### src/rtl/hdmi_timing_pkg.sv
// Shared types and defaults for the HDMI video timing generator.
// Timing fields are packed MSB-first in the order h_active .. v_bp.
package hdmi_timing_pkg;

    localparam int TIMING_FIELD_W = 12;

    typedef struct packed {
        logic [TIMING_FIELD_W-1:0] h_active;
        logic [TIMING_FIELD_W-1:0] h_fp;
        logic [TIMING_FIELD_W-1:0] h_sync;
        logic [TIMING_FIELD_W-1:0] h_bp;
        logic [TIMING_FIELD_W-1:0] v_active;
        logic [TIMING_FIELD_W-1:0] v_fp;
        logic [TIMING_FIELD_W-1:0] v_sync;
        logic [TIMING_FIELD_W-1:0] v_bp;
    } timing_t;

    // Bundle carried through the output delay line, in output-level form.
    typedef struct packed {
        logic de;
        logic vsync;
        logic hsync;
    } vid_t;

    localparam timing_t DEFAULT_TIMING = '{
        h_active: 12'd640, h_fp: 12'd16, h_sync: 12'd96, h_bp: 12'd48,
        v_active: 12'd480, v_fp: 12'd11, v_sync: 12'd2,  v_bp: 12'd31
    };

    function automatic logic [TIMING_FIELD_W-1:0] h_total(input timing_t t);
        return t.h_active + t.h_fp + t.h_sync + t.h_bp;
    endfunction

    function automatic logic [TIMING_FIELD_W-1:0] v_total(input timing_t t);
        return t.v_active + t.v_fp + t.v_sync + t.v_bp;
    endfunction

endpackage

### src/rtl/hdmi_timing_gen_sync_delay_line.sv
// Fixed-depth shift register aligning de/vsync/hsync with frame-buffer data.
// Resets to the inactive video levels; depth 0 degenerates to a wire.
module sync_delay_line #(
    parameter int         DEPTH   = 2,
    parameter logic [2:0] RST_VAL = 3'b011
) (
    input  logic       clk_i,
    input  logic       rst_i,
    input  logic [2:0] d_i,
    output logic [2:0] q_o
);

    generate
        if (DEPTH == 0) begin : g_wire
            logic unused_clk_rst;
            assign unused_clk_rst = clk_i ^ rst_i;
            assign q_o = d_i;
        end else begin : g_shift
            logic [2:0] sr_q [DEPTH];

            always_ff @(posedge clk_i or posedge rst_i) begin
                if (rst_i) begin
                    for (int i = 0; i < DEPTH; i++) begin
                        sr_q[i] <= RST_VAL;
                    end
                end else begin
                    sr_q[0] <= d_i;
                    for (int i = 1; i < DEPTH; i++) begin
                        sr_q[i] <= sr_q[i-1];
                    end
                end
            end

            assign q_o = sr_q[DEPTH-1];
        end
    endgenerate

endmodule

### src/rtl/hdmi_timing_gen.sv
// Run-time reloadable video timing generator: syncs, DE, pixel coordinates
// and a down-scaled frame-buffer read address for the ADV7511 output path.
module hdmi_timing_gen
    import hdmi_timing_pkg::*;
#(
    parameter int      CNT_W          = TIMING_FIELD_W,
    parameter int      FRAME_X_SCALE  = 0,
    parameter int      FRAME_Y_SCALE  = 0,
    parameter int      FB_ADDR_W      = 19,
    parameter int      PIPE_DELAY     = 2,
    parameter logic    HSYNC_POL      = 1'b0,
    parameter logic    VSYNC_POL      = 1'b0,
    parameter timing_t DEFAULT_TIMING = hdmi_timing_pkg::DEFAULT_TIMING
) (
    input  logic                 clk_i,
    input  logic                 rst_i,
    input  logic                 en_i,
    // cfg handshake: a transfer happens on any cycle where cfg_valid_i and
    // cfg_ready_o are both high; cfg_i is sampled only then. Ready is high
    // while disabled, otherwise only on the last cycle of a frame.
    input  logic [8*CNT_W-1:0]   cfg_i,
    input  logic                 cfg_valid_i,
    output logic                 cfg_ready_o,
    output logic                 fb_rd_o,
    output logic [FB_ADDR_W-1:0] fb_addr_o,
    output logic [CNT_W-1:0]     x_o,
    output logic [CNT_W-1:0]     y_o,
    output logic                 frame_start_o,
    output logic                 hsync_o,
    output logic                 vsync_o,
    output logic                 de_o
);

    localparam vid_t VID_IDLE = '{de: 1'b0, vsync: ~VSYNC_POL, hsync: ~HSYNC_POL};
    localparam logic [CNT_W-1:0] X_SUB_MAX = CNT_W'((1 << FRAME_X_SCALE) - 1);
    localparam logic [CNT_W-1:0] Y_MASK    = CNT_W'((1 << FRAME_Y_SCALE) - 1);

    timing_t              tim_q, tim_d;
    logic [CNT_W-1:0]     h_cnt_q, h_cnt_d, v_cnt_q, v_cnt_d;
    logic [CNT_W-1:0]     h_tot, v_tot, hs_start, hs_end, vs_start, vs_end;
    logic                 h_last, v_last, cfg_accept;
    logic                 de_c, hsync_c, vsync_c, fs_c, line_end;

    logic [FB_ADDR_W-1:0] line_base_q, line_base_d, addr_cnt_q, addr_cnt_d;
    logic [FB_ADDR_W-1:0] fb_line_w;
    logic [CNT_W-1:0]     x_sub_q, x_sub_d;

    logic                 fb_rd_q, fb_rd_d, fs_q, fs_d;
    logic [FB_ADDR_W-1:0] fb_addr_q, fb_addr_d;
    logic [CNT_W-1:0]     x_q, x_d, y_q, y_d;
    vid_t                 vid_q, vid_d, vid_dly;

    // ---------------- counter stage ----------------
    assign h_tot      = h_total(tim_q);
    assign v_tot      = v_total(tim_q);
    assign h_last     = (h_cnt_q == h_tot - CNT_W'(1));
    assign v_last     = (v_cnt_q == v_tot - CNT_W'(1));
    assign cfg_ready_o = ~en_i | (h_last & v_last);
    assign cfg_accept = cfg_valid_i & cfg_ready_o;

    always_comb begin
        tim_d   = tim_q;
        h_cnt_d = h_cnt_q;
        v_cnt_d = v_cnt_q;
        if (cfg_accept) begin
            tim_d = timing_t'(cfg_i);
        end
        if (!en_i || cfg_accept) begin
            h_cnt_d = '0;
            v_cnt_d = '0;
        end else if (h_last) begin
            h_cnt_d = '0;
            v_cnt_d = v_last ? '0 : v_cnt_q + CNT_W'(1);
        end else begin
            h_cnt_d = h_cnt_q + CNT_W'(1);
        end
    end

    assign hs_start = tim_q.h_active + tim_q.h_fp;
    assign hs_end   = hs_start + tim_q.h_sync;
    assign vs_start = tim_q.v_active + tim_q.v_fp;
    assign vs_end   = vs_start + tim_q.v_sync;

    assign de_c     = en_i & (h_cnt_q < tim_q.h_active) & (v_cnt_q < tim_q.v_active);
    assign hsync_c  = en_i & (h_cnt_q >= hs_start) & (h_cnt_q < hs_end);
    assign vsync_c  = en_i & (v_cnt_q >= vs_start) & (v_cnt_q < vs_end);
    assign fs_c     = en_i & (h_cnt_q == '0) & (v_cnt_q == '0);
    assign line_end = de_c & (h_cnt_q == tim_q.h_active - CNT_W'(1));

    // ---------------- incremental frame-buffer address ----------------
    // addr_cnt_q is the address of the pixel currently in the counter stage;
    // lines sharing a scaled row rewind to line_base_q, the last one advances it.
    assign fb_line_w = FB_ADDR_W'(tim_q.h_active >> FRAME_X_SCALE);

    always_comb begin
        line_base_d = line_base_q;
        addr_cnt_d  = addr_cnt_q;
        x_sub_d     = x_sub_q;
        if (line_end) begin
            x_sub_d = '0;
            if ((v_cnt_q & Y_MASK) == Y_MASK) begin
                line_base_d = line_base_q + fb_line_w;
                addr_cnt_d  = line_base_q + fb_line_w;
            end else begin
                addr_cnt_d  = line_base_q;
            end
        end else if (de_c) begin
            if (x_sub_q == X_SUB_MAX) begin
                x_sub_d    = '0;
                addr_cnt_d = addr_cnt_q + FB_ADDR_W'(1);
            end else begin
                x_sub_d    = x_sub_q + CNT_W'(1);
            end
        end
        if (!en_i || (h_cnt_d == '0 && v_cnt_d == '0)) begin
            line_base_d = '0;
            addr_cnt_d  = '0;
            x_sub_d     = '0;
        end
    end

    // ---------------- registered output stage ----------------
    always_comb begin
        fb_rd_d   = de_c;
        fb_addr_d = addr_cnt_q;
        fs_d      = fs_c;
        x_d       = x_q;
        y_d       = y_q;
        if (de_c) begin
            x_d = h_cnt_q;
            y_d = v_cnt_q;
        end
        vid_d.de    = de_c;
        vid_d.hsync = hsync_c ? HSYNC_POL : ~HSYNC_POL;
        vid_d.vsync = vsync_c ? VSYNC_POL : ~VSYNC_POL;
    end

    always_ff @(posedge clk_i or posedge rst_i) begin
        if (rst_i) begin
            tim_q       <= DEFAULT_TIMING;
            h_cnt_q     <= '0;
            v_cnt_q     <= '0;
            line_base_q <= '0;
            addr_cnt_q  <= '0;
            x_sub_q     <= '0;
            fb_rd_q     <= 1'b0;
            fb_addr_q   <= '0;
            fs_q        <= 1'b0;
            x_q         <= '0;
            y_q         <= '0;
            vid_q       <= VID_IDLE;
        end else begin
            tim_q       <= tim_d;
            h_cnt_q     <= h_cnt_d;
            v_cnt_q     <= v_cnt_d;
            line_base_q <= line_base_d;
            addr_cnt_q  <= addr_cnt_d;
            x_sub_q     <= x_sub_d;
            fb_rd_q     <= fb_rd_d;
            fb_addr_q   <= fb_addr_d;
            fs_q        <= fs_d;
            x_q         <= x_d;
            y_q         <= y_d;
            vid_q       <= vid_d;
        end
    end

    sync_delay_line #(
        .DEPTH   (PIPE_DELAY),
        .RST_VAL (VID_IDLE)
    ) u_sync_delay (
        .clk_i (clk_i),
        .rst_i (rst_i),
        .d_i   (vid_q),
        .q_o   (vid_dly)
    );

    assign fb_rd_o       = fb_rd_q;
    assign fb_addr_o     = fb_addr_q;
    assign x_o           = x_q;
    assign y_o           = y_q;
    assign frame_start_o = fs_q;
    assign de_o          = vid_dly.de;
    assign hsync_o       = vid_dly.hsync;
    assign vsync_o       = vid_dly.vsync;

endmodule

### config.mk
export PLATFORM = sky130hd
export DESIGN_NAME = hdmi_timing_gen
export DESIGN_NICKNAME = d
export VERILOG_FILES = /design/src/rtl/hdmi_timing_pkg.sv /design/src/rtl/hdmi_timing_gen_sync_delay_line.sv /design/src/rtl/hdmi_timing_gen.sv
export SDC_FILE = /design/constraint.sdc
export NUM_CORES = 1
export LEC_CHECK = 0
export BUFFER_PORTS_ARGS = -buffer_cell sky130_fd_sc_hd__buf_2
export CORE_ASPECT_RATIO = 2
export CORE_MARGIN = 1.5
export CORE_UTILIZATION = 35
export DETAILED_ROUTE_END_ITERATION = 10
export PLACE_DENSITY = 0.61
export SETUP_SLACK_MARGIN = 0.05
export SLEW_MARGIN = 15
export SYNTH_ARGS = -nofsm -noshare
export SYNTH_HDL_FRONTEND = slang
export SYNTH_SLANG_ARGS = --single-unit
### constraint.sdc
create_clock -name clk_i -period 15.2 [get_ports clk_i]
set_input_delay 3.04 -clock clk_i [delete_from_list [all_inputs] [get_ports clk_i]]
set_output_delay 3.04 -clock clk_i [all_outputs]
set_load 0.02 [all_outputs]
==> results of run 1 <==
==> worst max-delay path: cells and delay by family (launching register included) <==
| kind | cells | cell delay, ns |
|---|---|---|
| AO/OA/AOI/OAI | 7 | 1.21 |
| XOR/XNOR | 3 | 0.62 |
| adder cells (fa/ha/maj) | 5 | 1.47 |
| buffers and inverters | 4 | 0.54 |
| flip-flops | 1 | 0.46 |
| multiplexers | 1 | 0.07 |
| AND/OR/NAND/NOR | 8 | 2.09 |
==> routing by layer <==
layer / track usage, % / wire, µm
met5: 0 / 0
met1: 18.38 / 14590
met3: 2.055 / 1560
met4: 10.68 / 2385
met2: 37.66 / 23740
==> worst paths after layout <==
| check | startpoint | endpoint | slack [ns] |
|---|---|---|---|
| max | fb_line_w[0] | cfg_ready_o | 5.16 |
| min | u_sync_delay.g_shift.sr_q[5] | u_sync_delay.q_o[2] | 0.35 |
| max reg2reg | fb_line_w[0] | addr_cnt_q[1] | 7.34 |
| min reg2reg | u_sync_delay.g_shift.sr_q[5] | u_sync_delay.q_o[2] | 0.35 |
| max in group asynchronous | rst_i | x_sub_q[2] | 10.50 |
| min in group asynchronous | rst_i | tim_q[49] | 2.56 |
==> cell families after synthesis <==
group                    synth area share [%]
AO/OA/AOI/OAI                           12.95
XOR/XNOR                                8.447
adder cells (fa/ha/maj)                 14.91
buffers and inverters                   5.189
flip-flops                              36.54
multiplexers                            8.847
AND/OR/NAND/NOR                         13.12
==> placed cells by master, fill, tap and decap left out, types with 8 or more instances in the layout <==
cell / n
nor3b_1: 11
o21bai_1: 10
dfrtp_1: 197
a21oi_1: 90
buf_2: 148
inv_1: 141
o21ai_0: 69
or2_2: 8
clkbuf_16: 25
a31oi_1: 15
nand4_1: 16
dfstp_2: 26
and3_1: 29
nor3_1: 27
xor2_1: 55
nand2b_1: 15
nand3_1: 30
a211oi_1: 15
o31ai_1: 9
a21o_1: 43
nor2_1: 137
nor4_1: 12
buf_4: 16
nand2_1: 72
o22ai_1: 10
or3_1: 12
ha_1: 171
mux2_2: 118
nor2b_1: 14
xnor2_1: 86
==> through the flow <==
stage / instances / hold slack, ns / util (%) / power, mW / cell area, µm²
global placement: 2245 / 0.3343 / 38.41 / 2.674 / 16660
global route: 2291 / 0.3585 / 40.53 / 3.710 / 17580
CTS: 2291 / 0.3507 / 40.53 / 3.434 / 17580
detailed placement: 2245 / 0.3365 / 38.41 / 2.734 / 16660
finish: 2291 / 0.3470 / 40.53 / 3.405 / 17580
floorplan: 1590 / 0.3312 / - / 2.331 / 15360
==> power by group through the flow <==
stage	clock network, mW	logic (mW)	registers, mW
floorplan	0	1.65	0.677
global placement	0	1.98	0.694
detailed placement	0	2.04	0.696
CTS	0.698	2.05	0.685
global route	0.719	2.30	0.691
finish	0.678	2.04	0.685
==> state kept, by name (all words and copies together) (netlist names) <==
signal                     flops
v_cnt_q                       12
u_sync_delay.q_o               3
tim_q                         84
h_cnt_q                       12
y_o                           12
fb_addr_o                     19
x_o                           12
x_sub_q                       12
addr_cnt_q                    19
vid_q                          3
u_sync_delay.g_shift.sr_q      3
fb_line_w                     12
frame_start_o                  1
line_base_q                   19
==> area by class of cell <==
cell class | count | area share, %
timing repair buffer | 164 | 4.897
inverter | 142 | 3.075
tap | 550 | 3.915
clock buffer | 30 | 3.893
sequential | 223 | 31.93
clock inverter | 16 | 1.324
multi-input combinational | 1166 | 50.97
==> results.toml, run 1 <==
[run_status]
status = "finished, final reports clean"

[die]
fp-row-count = 108
ios = 149
start_util_pct = 35.41
core_mm2 = 0.04338
die_h_um = 299.3
die_w_um = 151.1
die_area_mm2 = 0.04523

[clock_network]
cts_resized = 0
insertion_delay_ns = 0.57
cts.sinks = 223
cts_buffers = 25
cts_buffer_depth = 3
cts_setup_buffers = 0
clockRootBuffer = "clkbuf_16"
htree_num_levels = 1
cts_tree = "built"
clk_pin_slew_ns = 0.06
cts_hold_buffers = 0

[sta]
finalHoldViolCount = 0
worstMarginPinSlew_ns = 1.177
period_share_pct = 66.02
skew_ns = 0.03108
max_freq_mhz = 99.65
fin_ws_ns = 5.165
relSlewSlack_pct = 21.52
finalCriticalPeriod_ns = 10.04
tns_ns = 0
slew_viol_final = 0
finalSetupViolCount = 0
grt_setup_unrepaired = "no"

[setup_path]
cp.arrival_ns = 7.00
cp_max_fo = 12
cp_common_cell = "ha_1"
cp_slowest_cell = "nor4_2"
crit_path_max_incr_delay_ns = 0.60
critical_path_class = "register to output port"
start_kind = "register"
end_kind = "output port"
worstPathRequired_ns = 12.16
r2r_cells = 31

[placement]
place_hpwl_um = 32350
gp_congestion = 0.8658
dp_slack_ns = 5.702
numPortBuffers = 148

[pwr]
intPower_mw = 1.986
p_clk_share_pct = 19.9
power.switching_mw = 1.419
combinationalPowerShare_pct = 60.0
p_per_area_mw_per_mm2 = 193.7
pwr-share-seq_pct = 20.1
swShare_pct = 41.67
leakage_nw = 8.607
ir_drop_v = 0.0001461

[routing]
wl_per_cell_um = 18.45
wirelength_um = 42270
viasPerCell = 5.271
postRouteAntennaNets = 0
drc = 0
vias = 12080
drt_iter0_markers = 342
first_pass_iters = 7

[cells_and_area]
fin_nets = 2000
fill_cells = 4250
diodes = 0
drive_gt1_share_pct = 21.42
multi_input_area_mm2 = 0.008960
ff_latch_area_mm2 = 0.005613
syn_to_final_growth_pct = 14.45

[logic_synthesis]
synth_common_cells = "dfrtp_1 (197), ha_1 (171), inv_1 (142), nor2_1 (138), mux2_2 (118)"
synth_nets = 1868
yosysMostFrequentCell = "dfrtp_1"
synth-seq-cells = 223
synth-seq-area-share_pct = 36.54
async_flop_share_pct = 100.0
synthDistinctLibCells = 70
synth_top_area_share_pct = 32.10
syn_area_mm2 = 0.01536
synthFlopType = "dfrtp_1"
ys_top_cells_by_area = "dfrtp_1 (32%), ha_1 (14%), mux2_2 (8.7%)"
synth_enable_flop_cells = 0
syn_inst = 1590
netlist.top_cell.by_area = "dfrtp_1"
avgSynthCellArea_um2 = 9.660
synth_warnings = 0

[flow_run]
drv_cap = 0

[grt]
overflow = 0
grt_max_degree = 91
grt_pass1_vias = 12600
gr-usage-all-layers_pct = 19.02
antenna_found_initial = 0
grt_pass1_wl_um = 66430

[worst_hold_path]
hold_path_class = "register to register"
whs_path_depth = 0
(Power assumes the default switching activity.)
==> run 2: changes to the inputs <==
- PLACE_DENSITY: 0.61 -> 0.63
- clock period: 15.2 -> 8.54 ns (I/O delays scaled with it)
==> results.toml, run 2 (synthesized netlist as in run 1, its figures left out) <==
[run_status]
status = "finished, final reports clean"

[cells_and_area]
ff_latch_area_mm2 = 0.005614
largest_register_ff_count = 84
drive_gt1_share_pct = 21.73
diodes = 0
multi_input_area_mm2 = 0.008992
final_common_cell = "dfrtp_1"
syn_to_final_growth_pct = 14.84
final_cell_mix = "dfrtp_1 (196), ha_1 (171), buf_2 (148)"
fin_nets = 2003
fill_cells = 4275
top_register = "tim_q"

[clock_network]
cts_buffer_depth = 3
cts_tree = "built"
cts.sinks = 223
cts_buffers = 25
htree_num_levels = 1
insertion_delay_ns = 0.55
cts_hold_buffers = 0
cts_setup_buffers = 0
clk_pin_slew_ns = 0.07
clockRootBuffer = "clkbuf_16"

[routing]
vias = 12070
postRouteAntennaNets = 0
drc = 0
wl_per_cell_um = 18.33
drt_iter0_markers = 344
viasPerCell = 5.261
first_pass_iters = 4
wirelength_um = 42050

[setup_path]
start_kind = "register"
worstPathRequired_ns = 6.83
cp.arrival_ns = 6.35
r2r_start = "fb_line_w[0]"
cp_max_fo = 6
end_kind = "output port"
critical_path_class = "register to output port"
cp-startpoint = "tim_q[24]"
cp_slowest_cell = "dfstp_2"
crit_path_max_incr_delay_ns = 0.54

[sta]
finalHoldViolCount = 0
tns_ns = 0
finalSetupViolCount = 0
max_freq_mhz = 124.2
slew_viol_final = 0
skew_ns = 0.02158
finalCriticalPeriod_ns = 8.055
worstMarginPinSlew_ns = 1.169
hold_slack_ns = 0.3495
relSlewSlack_pct = 22.07
period_share_pct = 94.32
grt_setup_unrepaired = "no"

[die]
start_util_pct = 35.41
fp-row-count = 108
die_w_um = 151.1
die_area_mm2 = 0.04523
core_mm2 = 0.04338
die_h_um = 299.3
ios = 149

[flow_run]
drv_cap = 0

[grt]
gr-usage-all-layers_pct = 18.86
grt_pass1_vias = 12710
grt_max_degree = 97
grt_pass1_wl_um = 66270
antenna_found_initial = 1
overflow = 0

[pwr]
ir_drop_v = 0.0002796
p_per_area_mw_per_mm2 = 347.0
leakage_nw = 8.616

[worst_hold_path]
hold_path_class = "register to register"
holdCritStartpoint = "u_sync_delay.g_shift.sr_q[5]"

[placement]
gp_congestion = 0.8820
numPortBuffers = 148
place_hpwl_um = 31900
[run 2: final cells by class]
class / count / share of cell area, %
sequential: 223 / 31.83
clock inverter: 17 / 1.461
tap: 550 / 3.901
inverter: 142 / 3.064
clock buffer: 29 / 3.688
timing repair buffer: 167 / 5.079
multi-input combinational: 1166 / 50.98
[run 2: what timing repair did]
action / in CTS / in global routing
gates resized for setup: 0 / 7
hold endpoints to repair: 0 / 0
setup endpoints to repair: 0 / 1
[run 2: layer usage]
| layer | GRT usage [%] | share of wire, % | vias up |
|---|---|---|---|
| met1 | 18.56 | 35 | 5839 |
| met3 | 2.146 | 4.0 | 106 |
| met5 | 0 | 0.031 | - |
| li1 | - | - | 5823 |
| met2 | 37.16 | 56 | 298 |
| met4 | 9.963 | 5.2 | 2 |
[run 2: power breakdown]
part	total, mW	switching, mW	internal (mW)	leakage, nW
Clock	1.21	0.481	0.733	0.437
Sequential	1.22	0.0809	1.14	2.84
Combinational	3.69	2.01	1.67	5.34
[run 2: final timing paths]
kind | to | slack [ns] | depth (start not counted)
setup / recovery | cfg_ready_o | 0.49 | 29
hold / removal | u_sync_delay.q_o[2] | 0.35 | 0
setup reg to reg | addr_cnt_q[1] | 1.03 | 32
hold reg to reg | u_sync_delay.q_o[2] | 0.35 | 0
max in group asynchronous | tim_q[9] | 5.86 | 3
min in group asynchronous | fb_line_w[4] | 1.23 | 2
[run 2: critical path, delay by kind of cell, from the launching register on]
kind	cells	cell delay, ns
AND/OR/NAND/NOR	4	0.79
multiplexers	1	0.33
buffers and inverters	5	0.47
adder cells (fa/ha/maj)	5	1.41
AO/OA/AOI/OAI	11	1.54
flip-flops	1	0.54
XOR/XNOR	3	0.69
[run 2: stage by stage]
step	total power [mW]	cell area [µm²]	util [%]	worst slack (ns)	std cells
floorplan	4.149	15360	-	0.7689	1590
global placement	4.763	16700	38.49	0.8953	2248
detailed placement	4.893	16700	38.49	0.7204	2248
CTS	6.148	17610	40.59	0.08045	2294
global route	6.660	17640	40.67	0.05768	2294
finish	6.121	17640	40.67	0.4854	2294
